--- src/rtl/parking_tb_pkg.sv ---
// Shared types and constants for the parking-lot stimulus sequencer:
// FSM states, car direction, sensor phase patterns and LFSR taps.
package parking_tb_pkg;

    typedef enum logic [3:0] {
        ST_IDLE,
        ST_PRE,
        ST_S1,
        ST_S2,
        ST_S3,
        ST_POST,
        ST_SETTLE,
        ST_CHECK,
        ST_DONE
    } gen_state_t;

    typedef enum logic {
        EXIT  = 1'b0,
        ENTRY = 1'b1
    } dir_t;

    // Sensor pairs are packed as {a, b}.
    localparam logic [1:0] SENS_IDLE = 2'b00;
    localparam logic [1:0] ENTRY_SEQ [3] = '{2'b10, 2'b11, 2'b01};
    localparam logic [1:0] EXIT_SEQ  [3] = '{2'b01, 2'b11, 2'b10};

    // x^8 + x^6 + x^5 + x^4 + 1, shift-left Fibonacci: feedback from bits 7,5,4,3.
    localparam logic [7:0] LFSR_TAPS = 8'b1011_1000;

    function automatic dir_t pick_dir(input logic [3:0] count, input logic [3:0] max_count,
                                      input logic lfsr_bit);
        dir_t d;
        if (count == 4'd0)
            d = ENTRY;
        else if (count == max_count)
            d = EXIT;
        else
            d = lfsr_bit ? ENTRY : EXIT;
        return d;
    endfunction

    function automatic logic [1:0] sensor_phase(input gen_state_t st, input dir_t d);
        logic [1:0] p;
        case (st)
            ST_S1:   p = (d == ENTRY) ? ENTRY_SEQ[0] : EXIT_SEQ[0];
            ST_S2:   p = (d == ENTRY) ? ENTRY_SEQ[1] : EXIT_SEQ[1];
            ST_S3:   p = (d == ENTRY) ? ENTRY_SEQ[2] : EXIT_SEQ[2];
            default: p = SENS_IDLE;
        endcase
        return p;
    endfunction

endpackage

--- src/rtl/lfsr8.sv ---
// 8-bit Fibonacci LFSR used for the entry/exit direction choice.
// An all-zero seed would lock up, so it is replaced by 8'h01.
module lfsr8
    import parking_tb_pkg::*;
(
    input  logic       clk,
    input  logic       reset,
    input  logic       advance,
    input  logic [7:0] seed,
    output logic [7:0] q
);

    logic [7:0] q_reg;
    logic       feedback;

    assign feedback = ^(q_reg & LFSR_TAPS);
    assign q        = q_reg;

    always_ff @(posedge clk) begin
        if (reset)
            q_reg <= (seed == 8'h00) ? 8'h01 : seed;
        else if (advance)
            q_reg <= {q_reg[6:0], feedback};
    end

endmodule

--- src/rtl/parking_stimulus_gen.sv ---
// Stimulus sequencer for the parking-lot FSM: plays legal entry/exit sensor sequences,
// tracks the reference occupancy and pulses check after every completed car event.
module parking_stimulus_gen
    import parking_tb_pkg::*;
#(
    parameter int         NUM_EVENTS    = 12,
    parameter int         HOLD_CYCLES   = 2,
    parameter int         SETTLE_CYCLES = 3,
    parameter int         MAX_COUNT     = 15,
    parameter logic [7:0] LFSR_SEED     = 8'hA5
) (
    input  logic       clk,
    input  logic       reset,
    input  logic       start,
    output logic       a,
    output logic       b,
    output logic       check,
    output logic       finish,
    output logic [3:0] expected_count,
    output logic       busy,
    output logic [7:0] event_idx
);

    localparam int            CW          = 16;
    localparam logic [CW-1:0] HOLD_LOAD   = CW'(HOLD_CYCLES - 1);
    localparam logic [CW-1:0] SETTLE_LOAD = CW'(SETTLE_CYCLES - 1);
    localparam logic [7:0]    EVENTS_LAST = 8'(NUM_EVENTS);
    localparam logic [3:0]    MAX_CNT     = 4'(MAX_COUNT);

    gen_state_t    state_reg, state_next;
    dir_t          dir_reg, dir_next;
    logic [CW-1:0] timer_reg, timer_next;
    logic [3:0]    count_reg, count_next;
    logic [7:0]    idx_reg, idx_next;
    logic          a_reg, a_next;
    logic          b_reg, b_next;
    logic          check_reg, check_next;
    logic          finish_reg, finish_next;
    logic          busy_reg, busy_next;
    logic          advance;
    logic          timer_done;
    logic [7:0]    lfsr_q;

    lfsr8 u_lfsr (
        .clk     (clk),
        .reset   (reset),
        .advance (advance),
        .seed    (LFSR_SEED),
        .q       (lfsr_q)
    );

    assign timer_done = (timer_reg == '0);

    always_ff @(posedge clk) begin
        if (reset) begin
            state_reg  <= ST_IDLE;
            dir_reg    <= ENTRY;
            timer_reg  <= '0;
            count_reg  <= 4'd0;
            idx_reg    <= 8'd0;
            a_reg      <= 1'b0;
            b_reg      <= 1'b0;
            check_reg  <= 1'b0;
            finish_reg <= 1'b0;
            busy_reg   <= 1'b0;
        end else begin
            state_reg  <= state_next;
            dir_reg    <= dir_next;
            timer_reg  <= timer_next;
            count_reg  <= count_next;
            idx_reg    <= idx_next;
            a_reg      <= a_next;
            b_reg      <= b_next;
            check_reg  <= check_next;
            finish_reg <= finish_next;
            busy_reg   <= busy_next;
        end
    end

    always_comb begin
        state_next = state_reg;
        dir_next   = dir_reg;
        timer_next = timer_done ? '0 : timer_reg - CW'(1);
        count_next = count_reg;
        idx_next   = idx_reg;
        advance    = 1'b0;

        case (state_reg)
            ST_IDLE: begin
                if (start) begin
                    state_next = ST_PRE;
                    timer_next = HOLD_LOAD;
                    dir_next   = pick_dir(count_reg, MAX_CNT, lfsr_q[0]);
                    advance    = 1'b1;
                end
            end
            ST_PRE: if (timer_done) begin
                state_next = ST_S1;
                timer_next = HOLD_LOAD;
            end
            ST_S1: if (timer_done) begin
                state_next = ST_S2;
                timer_next = HOLD_LOAD;
            end
            ST_S2: if (timer_done) begin
                state_next = ST_S3;
                timer_next = HOLD_LOAD;
            end
            ST_S3: if (timer_done) begin
                // Direction forcing at PRE keeps the count inside 0..MAX_COUNT.
                state_next = ST_POST;
                timer_next = HOLD_LOAD;
                count_next = (dir_reg == ENTRY) ? count_reg + 4'd1 : count_reg - 4'd1;
            end
            ST_POST: if (timer_done) begin
                state_next = ST_SETTLE;
                timer_next = SETTLE_LOAD;
            end
            ST_SETTLE: if (timer_done) begin
                state_next = ST_CHECK;
            end
            ST_CHECK: begin
                idx_next = idx_reg + 8'd1;
                if (idx_next == EVENTS_LAST) begin
                    state_next = ST_DONE;
                end else begin
                    state_next = ST_PRE;
                    timer_next = HOLD_LOAD;
                    dir_next   = pick_dir(count_reg, MAX_CNT, lfsr_q[0]);
                    advance    = 1'b1;
                end
            end
            ST_DONE: ;
            default: state_next = ST_IDLE;
        endcase

        // Outputs are registered copies of what the next state presents.
        {a_next, b_next} = sensor_phase(state_next, dir_next);
        check_next       = (state_next == ST_CHECK);
        finish_next      = (state_next == ST_DONE);
        busy_next        = (state_next != ST_IDLE) && (state_next != ST_DONE);
    end

    assign a              = a_reg;
    assign b              = b_reg;
    assign check          = check_reg;
    assign finish         = finish_reg;
    assign busy           = busy_reg;
    assign expected_count = count_reg;
    assign event_idx      = idx_reg;

endmodule
--- config.mk ---
export PLATFORM = sky130hd
export DESIGN_NAME = parking_stimulus_gen
export DESIGN_NICKNAME = d
export VERILOG_FILES = /design/src/rtl/parking_tb_pkg.sv /design/src/rtl/lfsr8.sv /design/src/rtl/parking_stimulus_gen.sv
export SDC_FILE = /design/constraint.sdc
export NUM_CORES = 1
export LEC_CHECK = 0
export ABC_CLOCK_PERIOD_IN_PS = 2800
export CAP_MARGIN = 15
export CORE_MARGIN = 3
export CORE_UTILIZATION = 50
export DETAILED_ROUTE_END_ITERATION = 10
export PLACE_DENSITY = 0.74
export SYNTH_ARGS = -nofsm -noshare
export SYNTH_HDL_FRONTEND = slang
export SYNTH_SLANG_ARGS = --single-unit
--- constraint.sdc ---
create_clock -name clk -period 2.8 [get_ports clk]
set_clock_uncertainty 0.2 [all_clocks]
set_input_delay 0.84 -clock clk [delete_from_list [all_inputs] [get_ports clk]]
set_output_delay 0.84 -clock clk [all_outputs]
set_load 0.02 [all_outputs]
== After elaboration in Yosys (flattened, before gate mapping) ==
Index checks and enable logic that the tools add are counted.
Word-level totals
  bits of input ports: 3
  bits in registers: 46
  output and inout port bits: 17
  logic and storage cells: 67
Cells by class
  equal/unequal tests: 16
  $add $sub $neg: 4
  multiplexer cells: 28
  reduce and logical (&&, ||, !) cells: 8
Operator list (count)
  16-bit 2-to-1 mux: 5
  16-bit case mux with 4 select lines: 1
  4-bit 2-to-1 mux: 9
  4-bit case mux with 9 select lines: 1
  4-bit by 3-bit equality test with 1-bit output, second input constant: 6
  4-bit by 2-bit equality test with 1-bit output, second input constant: 4
  16-bit logical NOT: 1
  16-bit by 1-bit subtractor with 16-bit output, second input constant: 1
  4-bit equality test, second input constant: 3
  8-bit by 1-bit adder with 8-bit output, second input constant: 1
  8-bit by 4-bit equality test with 1-bit output, second input constant: 1
  4-bit logical NOT: 2
  8-bit parity: 1
  1-bit 2-to-1 mux: 7
  2-bit case mux with 3 select lines: 1
  4-bit by 1-bit adder with 4-bit output, second input constant: 1
  4-bit by 1-bit equality test with 1-bit output, second input constant: 1
  2-bit 2-to-1 mux: 2
  4-bit != test, second input constant: 1
  1-bit case mux with 2 select lines: 2
  4-bit nonzero test: 1
  4-bit OR reduction: 1
  4-bit by 1-bit subtractor with 4-bit output, second input constant: 1
  2-bit AND reduction: 1
  1-bit logical AND: 1

== Logic depth before layout (Yosys ltp) ==
Gate-level depths: netlist of run 1.
  word-level depth: 7
  gate-level depth with buffers: 9
  depth with buffers taken out: 8

== Hierarchy ==
From an unflattened synthesis of run 1, not the netlist that was laid out.
Second synthesis, totals
  cells, all modules: 234
  area total of the unflattened synthesis: 2249.7 um2
By module, submodules not included
  parking_stimulus_gen: times used 1, sequential area each 760.7 um2, cells each 210, area each 1866.8 um2
  lfsr8: times used 1, sequential area each 240.2 um2, cells each 24, area each 382.9 um2

== Worst setup path after synthesis of run 1 ==
OpenSTA, ideal clock, no wires.
  path kind: flip-flop to flip-flop
  start: register idx_reg[0], in the netlist event_idx[0]
  end: register u_lfsr.q_reg[3], in the netlist u_lfsr.q[3]
  setup slack: 0.309 ns
  stages on the path, launching flop included: 9
  required time: 2.472 ns
  arrival time: 2.164 ns
  path buffers: 2
  setup time: 0.128 ns
  period minus slack after synthesis: 2.491 ns
  cells stage by stage: dfxtp_1 ha_1 nor4bb_1 nand2_1 a32oi_1 buf_2 buf_1 mux2i_1 nor2_1
Between the ends
  cells in the longest elaborated chain, start to end: 4
RTL lines
  start: declaration: line parking_stimulus_gen.sv:34  | logic [7:0] idx_reg, idx_next;
  start signal: assignment: line parking_stimulus_gen.sv:71  | idx_reg <= idx_next;
  8-bit by 1-bit adder with 8-bit output: line parking_stimulus_gen.sv:123  | idx_next = idx_reg + 8'd1;
  8-bit by 4-bit equality test with 1-bit output: line parking_stimulus_gen.sv:124  | if (idx_next == EVENTS_LAST) begin
  1-bit 2-to-1 mux: line parking_stimulus_gen.sv:124
  1-bit case mux with 2 select lines: line parking_stimulus_gen.sv:88  | case (state_reg)
  end signal: assignment: line lfsr8.sv:21  | q_reg <= (seed == 8'h00) ? 8'h01 : seed;
  end signal: assignment: line lfsr8.sv:23  | q_reg <= {q_reg[6:0], feedback};
  end: declaration: line lfsr8.sv:13  | logic [7:0] q_reg;
No other way between the ends.
A chain may end at the register's enable or synchronous reset.

== Worst setup path in the final report of run 1 ==
  start: register timer_reg[0]
  end: register a_reg, in the netlist a
Between the ends
  cells in the longest elaborated chain, start to end: 5
  elaborated cells between the ends (all ways): 12
  those cells by class: 3 x eq/ne; 8 x mux; 1 x reduce/logical
RTL lines
  start: declaration: line parking_stimulus_gen.sv:32  | logic [CW-1:0] timer_reg, timer_next;
  start signal: assignment: line parking_stimulus_gen.sv:69  | timer_reg <= timer_next;
  16-bit logical NOT (*): line parking_stimulus_gen.sv:52  | assign timer_done = (timer_reg == '0);
  4-bit 2-to-1 mux (tied with other cells): line parking_stimulus_gen.sv:119  | ST_SETTLE: if (timer_done) begin
  4-bit case mux with 9 select lines (*): line parking_stimulus_gen.sv:88
  4-bit by 3-bit equality test with 1-bit output / 4-bit by 2-bit equality test with 1-bit output (equally long branches): line parking_tb_pkg.sv:44  | case (st)
  2-bit case mux with 3 select lines (*): line parking_tb_pkg.sv:44
  end signal: assignment: line parking_stimulus_gen.sv:72  | a_reg <= a_next;
  end: declaration: line parking_stimulus_gen.sv:35  | logic a_reg, a_next;
Every way passes the cells marked *; elsewhere a longest branch is shown, timed or not.

==> results of run 1 <==
what timing repair did:
| item | in CTS | in global routing |
|---|---|---|
| endpoints found under the setup margin | 0 | 2 |
| endpoints found under the hold margin | 0 | 0 |
| setup buffers | 0 | 2 |
| resized for setup | 0 | 2 |
synth_stat cells, types with 2 or more instances:
cell / number / share of area [%]
dfxtp_1: 46 / 43
nor2_1: 36 / 6.3
a21oi_1: 13 / 3.0
xor2_1: 12 / 4.9
xnor2_1: 10 / 4.1
nand2_1: 9 / 1.6
nor3_1: 9 / 2.1
mux2i_1: 8 / 3.7
clkbuf_1: 7 / 1.2
a211o_1: 5 / 2.0
inv_1: 5 / 0.87
nand4_1: 5 / 1.5
nor2b_1: 5 / 1.5
nor4_1: 5 / 1.5
o21ai_0: 5 / 1.2
and3_1: 4 / 1.2
ha_1: 4 / 2.3
nand3_1: 4 / 0.93
a211oi_1: 3 / 1.0
buf_2: 3 / 0.70
nand2b_1: 3 / 0.87
nor3b_1: 3 / 1.0
o31ai_1: 3 / 1.0
a21o_1: 2 / 0.70
a32oi_1: 2 / 0.81
and2_1: 2 / 0.58
or2_2: 2 / 0.58
or3_4: 2 / 1.0
or4_4: 2 / 1.0
power groups by stage:
stage          Combinational (W)  Sequential, W  Clock (W)
4_1_cts                  0.00101       0.000925   0.000419
5_1_grt                  0.00117       0.000951   0.000448
2_1_floorplan           0.000819       0.000905          0
6_report                 0.00105       0.000927   0.000404
3_5_place_dp            0.000999       0.000938          0
3_3_place_gp            0.000985       0.000933          0
logic make-up after synthesis:
group                      after synthesis
AOI/OAI and AO/OA                       37
xor gates and xnor gates                22
adders and majority gates                5
buffers and inverters                   17
DFF                                     46
muxes                                    9
and+or+nand+nor                        102
cell type report:
| cell class | instances | area share, % |
|---|---|---|
| flip-flops and latches | 46 | 36.5 |
| well taps | 50 | 2.48 |
| multi-input cells | 175 | 46.4 |
| repair buffers | 28 | 10.2 |
| clock inverters | 1 | 0.199 |
| inverters | 5 | 0.744 |
| clock buffers | 7 | 3.42 |
metrics by stage:
stage | setup WS [ns] | instances
floorplan | 0.309 | 238
global placement | 0.180 | 302
detailed placement | 0.0749 | 302
CTS | 0.175 | 310
global route | 0.0570 | 312
finish | 0.273 | 312
final timing paths:
| check | startpoint | end | slack [ns] |
|---|---|---|---|
| setup / recovery | timer_reg[0]$_SDFF_PP0_ | a$_SDFF_PP0_ | 0.27 |
| hold / removal | u_lfsr.q[2]$_SDFFE_PP1P_ | u_lfsr.q[2]$_SDFFE_PP1P_ | 0.27 |
| setup reg to reg | timer_reg[0]$_SDFF_PP0_ | a$_SDFF_PP0_ | 0.27 |
| hold reg to reg | u_lfsr.q[2]$_SDFFE_PP1P_ | u_lfsr.q[2]$_SDFFE_PP1P_ | 0.27 |
per-layer routing:
| layer | vias up | GRT usage (%) | wire [um] | part of all wire (%) |
|---|---|---|---|---|
| li1 | 883 | - | - | - |
| met4 | 0 | 7.10 | 70 | 1.7 |
| met2 | 30 | 25.0 | 1770 | 44 |
| met5 | - | 0 | 0 | 0 |
| met1 | 784 | 23.5 | 1990 | 50 |
| met3 | 5 | 6.59 | 172 | 4.3 |
==> results_dict.tcl, run 1 <==
set metrics [dict create \
    status "finished, final reports clean" \
    drt_pass1_iterations 4 \
    cp_num_cells 9 \
    synth_simple_gate_area_share_pct 26.3 \
    synth_edf_count 0 \
    swShare_pct 35.7 \
    fin_area_um2 2520 \
    p_switching_w 0.000849 \
    start_util_pct 52.8 \
    clock_latency_ns 0.29 \
    p_int_w 0.00153 \
    synth_xor_area_share_pct 8.94 \
    yosys.area_share.adder_pct 3.25 \
    grt_overflow 0 \
    p_leak_nw 0.986 \
    cts.path.max_buffers 2 \
    multi_input_area_um2 1170 \
    criticalPathCategory "flip-flop to flip-flop" \
    die-area_um2 5140 \
    final_cell_mix "dfxtp_1 (46), nor2_1 (36), clkdlybuf4s50_1 (19)" \
    postRouteAntennaNets 0 \
    fp.dieH_um 71.7 \
    min_period_over_period_pct 90.3 \
    synth-main-ff-cell "dfxtp_1" \
    peakVddDrop_v 0.000348 \
    area_growth_pct 16.9 \
    setup_viol 0 \
    postSynthCellCount 238 \
    drc_errors 0 \
    syn_area_per_cell_um2 9.06 \
    dpl.hpwl_mm 2.80 \
    synth_mux_area_share_pct 4.24 \
    place_congestion 0.749 \
    grt_pass1_wl_mm 7.09 \
    cts-root-buf "clkbuf_8" \
    fp.dieW_um 71.7 \
    min_path_type "flip-flop to flip-flop" \
    tightestPinTransition_ns 0.521 \
    numCtsBuffers 5 \
    power_w 0.00238 \
    async_flop_share_pct 0 \
    power_density_nw_per_um2 944 \
    yosysWarnings 0 \
    slew-limit-headroom_pct 65.0 \
    via_count 1702 \
    cts_sinks 46 \
    rsz0062_at_grt "false" \
    slew_violations 0 \
    diodes 0 \
    cts-htree-levels 2 \
    finalCriticalPeriod_ns 2.53 \
    largest_reg_flops 16 \
    crit_path_max_fanout 4 \
    syn_area_um2 2160 \
    end_kind "flip-flop" \
    max_freq_mhz 396 \
    wl_mm 4.00 \
    hold_buffers 0 \
    slowest_stage "or4b_4" \
    worstSetupStartpointType "flip-flop" \
    portBuffers 19 \
    core_region_area_um2 4090 \
    cts_tree "yes" \
    critPathTopFamily "simple AND/OR/NAND/NOR gates" \
    rows 23 \
    worst-path-buf-inv 2 \
    syn-num-nets 246 \
    avgRoutedWirePerCell_um 12.8 \
    vias_per_cell 5.46 \
    synth-seq-cells 46 \
    fillCellCount 358 \
    seq_area_frac_synth_pct 42.7 \
    required_ns 2.77 \
    drive_gt1_share_pct 10.3 \
    maxCapViolations 0 \
    fin_nets 269 \
    totalNegativeSetupSlack_ns 0 \
    final_common_cell "dfxtp_1" \
    regArea_um2 921 \
    final_hold_viol_count 0 \
    p_comb_share_pct 44.0 \
    synth-compound-area-share_pct 11.3 \
    ios 20 \
    final_util_pct 61.7 \
    grt_pass1_vias 1582 \
    grt_usage_pct 17.4 \
    grt_antenna_before_repair 0 \
    cp.arrival_ns 2.50 \
    power_frac_seq_pct 39.0 \
    placed_area_um2 2410 \
    holdPathStages 1 \
    drt-initial-drc-count 100 \
    power_frac_clock_pct 17.0 \
    path_clk_slew_ns 0.08 \
    whs_ns 0.267 \
    critical_path.max_stage_delay_ns 0.51 \
    reg2reg_depth 9 \
    synth_top_family_by_area "simple AND/OR/NAND/NOR gates" \
    synth.distinct_cells 48 \
    grt_max_degree 34 \
    crit_chain "inv_1 -> ha_1 -> or4b_4 -> nor4_4 -> buf_4 -> and3_1 -> mux2i_1 -> mux2_2 -> nor3_1" \
]
No activity file was read; power rests on OpenSTA's default activity.
==> run 2: changes to the inputs <==
--- a/config.mk
+++ b/config.mk
@@ -5,7 +5,7 @@
 export SDC_FILE = /design/constraint.sdc
 export NUM_CORES = 1
 export LEC_CHECK = 0
-export ABC_CLOCK_PERIOD_IN_PS = 2800
+export ABC_CLOCK_PERIOD_IN_PS = 2500
 export CAP_MARGIN = 15
 export CORE_MARGIN = 3
 export CORE_UTILIZATION = 50
==> constraint.sdc (replaced) <==
create_clock -name clk -period 2.5 [get_ports clk]
set_clock_uncertainty 0.2 [all_clocks]
set_input_delay 0.75 -clock clk [delete_from_list [all_inputs] [get_ports clk]]
set_output_delay 0.75 -clock clk [all_outputs]
set_load 0.02 [all_outputs]
==> run 2 against run 1 <==
- largest power group unchanged
- first-iteration DRC count is 8.0% higher
- worst hold slack better by 0.0055 ns
- die area unchanged
- global-route usage rose by 1.0 points
- final cell count grew 5.1%
- cell area up 6.2%
- register-to-register slack got worse by 0.22 ns
- critical path depth down 3
- clock-buffer cell count shrank 1
- non-clock buffer count is 16 higher
- total power rose by 24%
==> results_dict.tcl, run 2 (synthesis results as in run 1) <==
set metrics [dict create \
    criticalPathCategory "flip-flop to flip-flop" \
    clock_latency_ns 0.30 \
    maxCapViolations 0 \
    end_kind "flip-flop" \
    rows 23 \
    crit_path_max_fanout 5 \
    portBuffers 19 \
    fp.dieW_um 71.7 \
    grt_overflow 0 \
    largest_reg_flops 16 \
    cts.path.max_buffers 2 \
    drc_errors 0 \
    required_ns 2.49 \
    core_region_area_um2 4090 \
    cp.arrival_ns 2.44 \
    min_period_over_period_pct 97.8 \
    cts-htree-levels 2 \
    status "finished, final reports clean" \
    fin_area_um2 2680 \
    min_path_type "flip-flop to flip-flop" \
    rsz0062_at_grt "false" \
    cts_tree "yes" \
    slew_violations 0 \
    power_density_nw_per_um2 1100 \
    drt-initial-drc-count 108 \
    finalCriticalPeriod_ns 2.44 \
    numCtsBuffers 5 \
    avgRoutedWirePerCell_um 13.2 \
    cts_sinks 46 \
    tightestPinTransition_ns 0.385 \
    instances_no_fill 328 \
    min-delay-start "u_lfsr.q[2]$_SDFFE_PP1P_" \
    area_growth_pct 24.2 \
    final_common_cell "dfxtp_1" \
    max_freq_mhz 409 \
    final_cell_mix "dfxtp_1 (45), nor2_1 (36), buf_4 (24)" \
    fp.dieH_um 71.7 \
    setup_viol 0 \
    dp_cells 320 \
    peakVddDrop_v 0.000457 \
    p_leak_nw 1.07 \
    cts-root-buf "clkbuf_8" \
    startpoint "timer_reg[2]$_SDFF_PP0_" \
    vias_per_cell 5.42 \
    final_hold_viol_count 0 \
    grt_usage_pct 18.4 \
    slew-limit-headroom_pct 73.7 \
    start_util_pct 52.8 \
    grt_max_degree 34 \
    ios 20 \
    placed_area_um2 2540 \
    worstSetupStartpointType "flip-flop" \
    grt_pass1_wl_mm 7.59 \
    dpl.hpwl_mm 3.13 \
    r2r_slack_ns 0.06 \
    place_congestion 0.769 \
    grt_pass1_vias 1721 \
    die-area_um2 5140 \
    grt_antenna_before_repair 0 \
    postRouteAntennaNets 0 \
    whs_ns 0.273 \
    drive_gt1_share_pct 16.9 \
    wl_mm 4.34 \
    fin_nets 285 \
    rr_startpoint "timer_reg[2]$_SDFF_PP0_" \
    power_w 0.00295 \
    via_count 1778 \
    path_clk_slew_ns 0.09 \
    diodes 0 \
    hold_buffers 0 \
    drt_pass1_iterations 4 \
]
-- run 2: cell count changes in the layout (fill, tap and decap cells not counted), sizes merged --
cell      before  now
bufinv         0    1
clkinv         1    0
buf            9   25
clkbuf         7    6
clkinvlp       0    1
-- run 2: timing repair --
item,in CTS,in global routing
endpoints found under the setup margin,2,18
pin swaps,1,1
gates cloned,0,0
setup buffers,0,0
resized for setup,2,5
-- run 2: critical path, cell delays in order (launching register included) --
cell	delay, ns
dfxtp_2	0.35
or3_4	0.39
or4_4	0.42
or3_4	0.35
or4_4	0.42
xor2_1	0.17
nor2_2	0.04
-- run 2: path summary, 6_finish.rpt --
path | end | depth (start not counted)
max | timer_reg[15]$_SDFF_PP0_ | 6
min | u_lfsr.q[2]$_SDFFE_PP1P_ | 1
max reg2reg | timer_reg[15]$_SDFF_PP0_ | 6
min reg2reg | u_lfsr.q[2]$_SDFFE_PP1P_ | 1
-- run 2: area by class of cell --
type                            count  area [um^2]
Clock buffer                        6         72.6
Fill cell                         349         1410
Inverter                            5         18.8
Tap cell                           50         62.6
Clock inverter                      2         37.5
Sequential cell                    46          922
Timing Repair Buffer               44          382
Multi-Input combinational cell    175         1180
-- run 2: layer usage --
layer  wire length, um  up-vias  track usage [%]
li1                  -      909                -
met1              2030      834             24.8
met2              2100       28             29.0
met3               158        7             5.19
met4                53        0             5.22
met5                 0        -                0
-- run 2: through the flow --
| step | utilization (%) | setup slack, ns | TNS, ns |
|---|---|---|---|
| finish | 65.5 | 0.0558 | 0 |
| global route | 65.5 | 0.0108 | 0 |
| CTS | 65.1 | 0.0357 | 0 |
| detailed placement | 62.2 | -0.0909 | -0.838 |
| global placement | 62.2 | -0.0402 | -0.291 |
| floorplan | - | 0.00887 | 0 |
-- run 2: where the power goes --
part           leakage, nW  internal [W]  switching (W)
logic                0.644      0.000747       0.000646
clock network       0.0514      0.000298       0.000246
registers            0.376      0.000882       0.000128
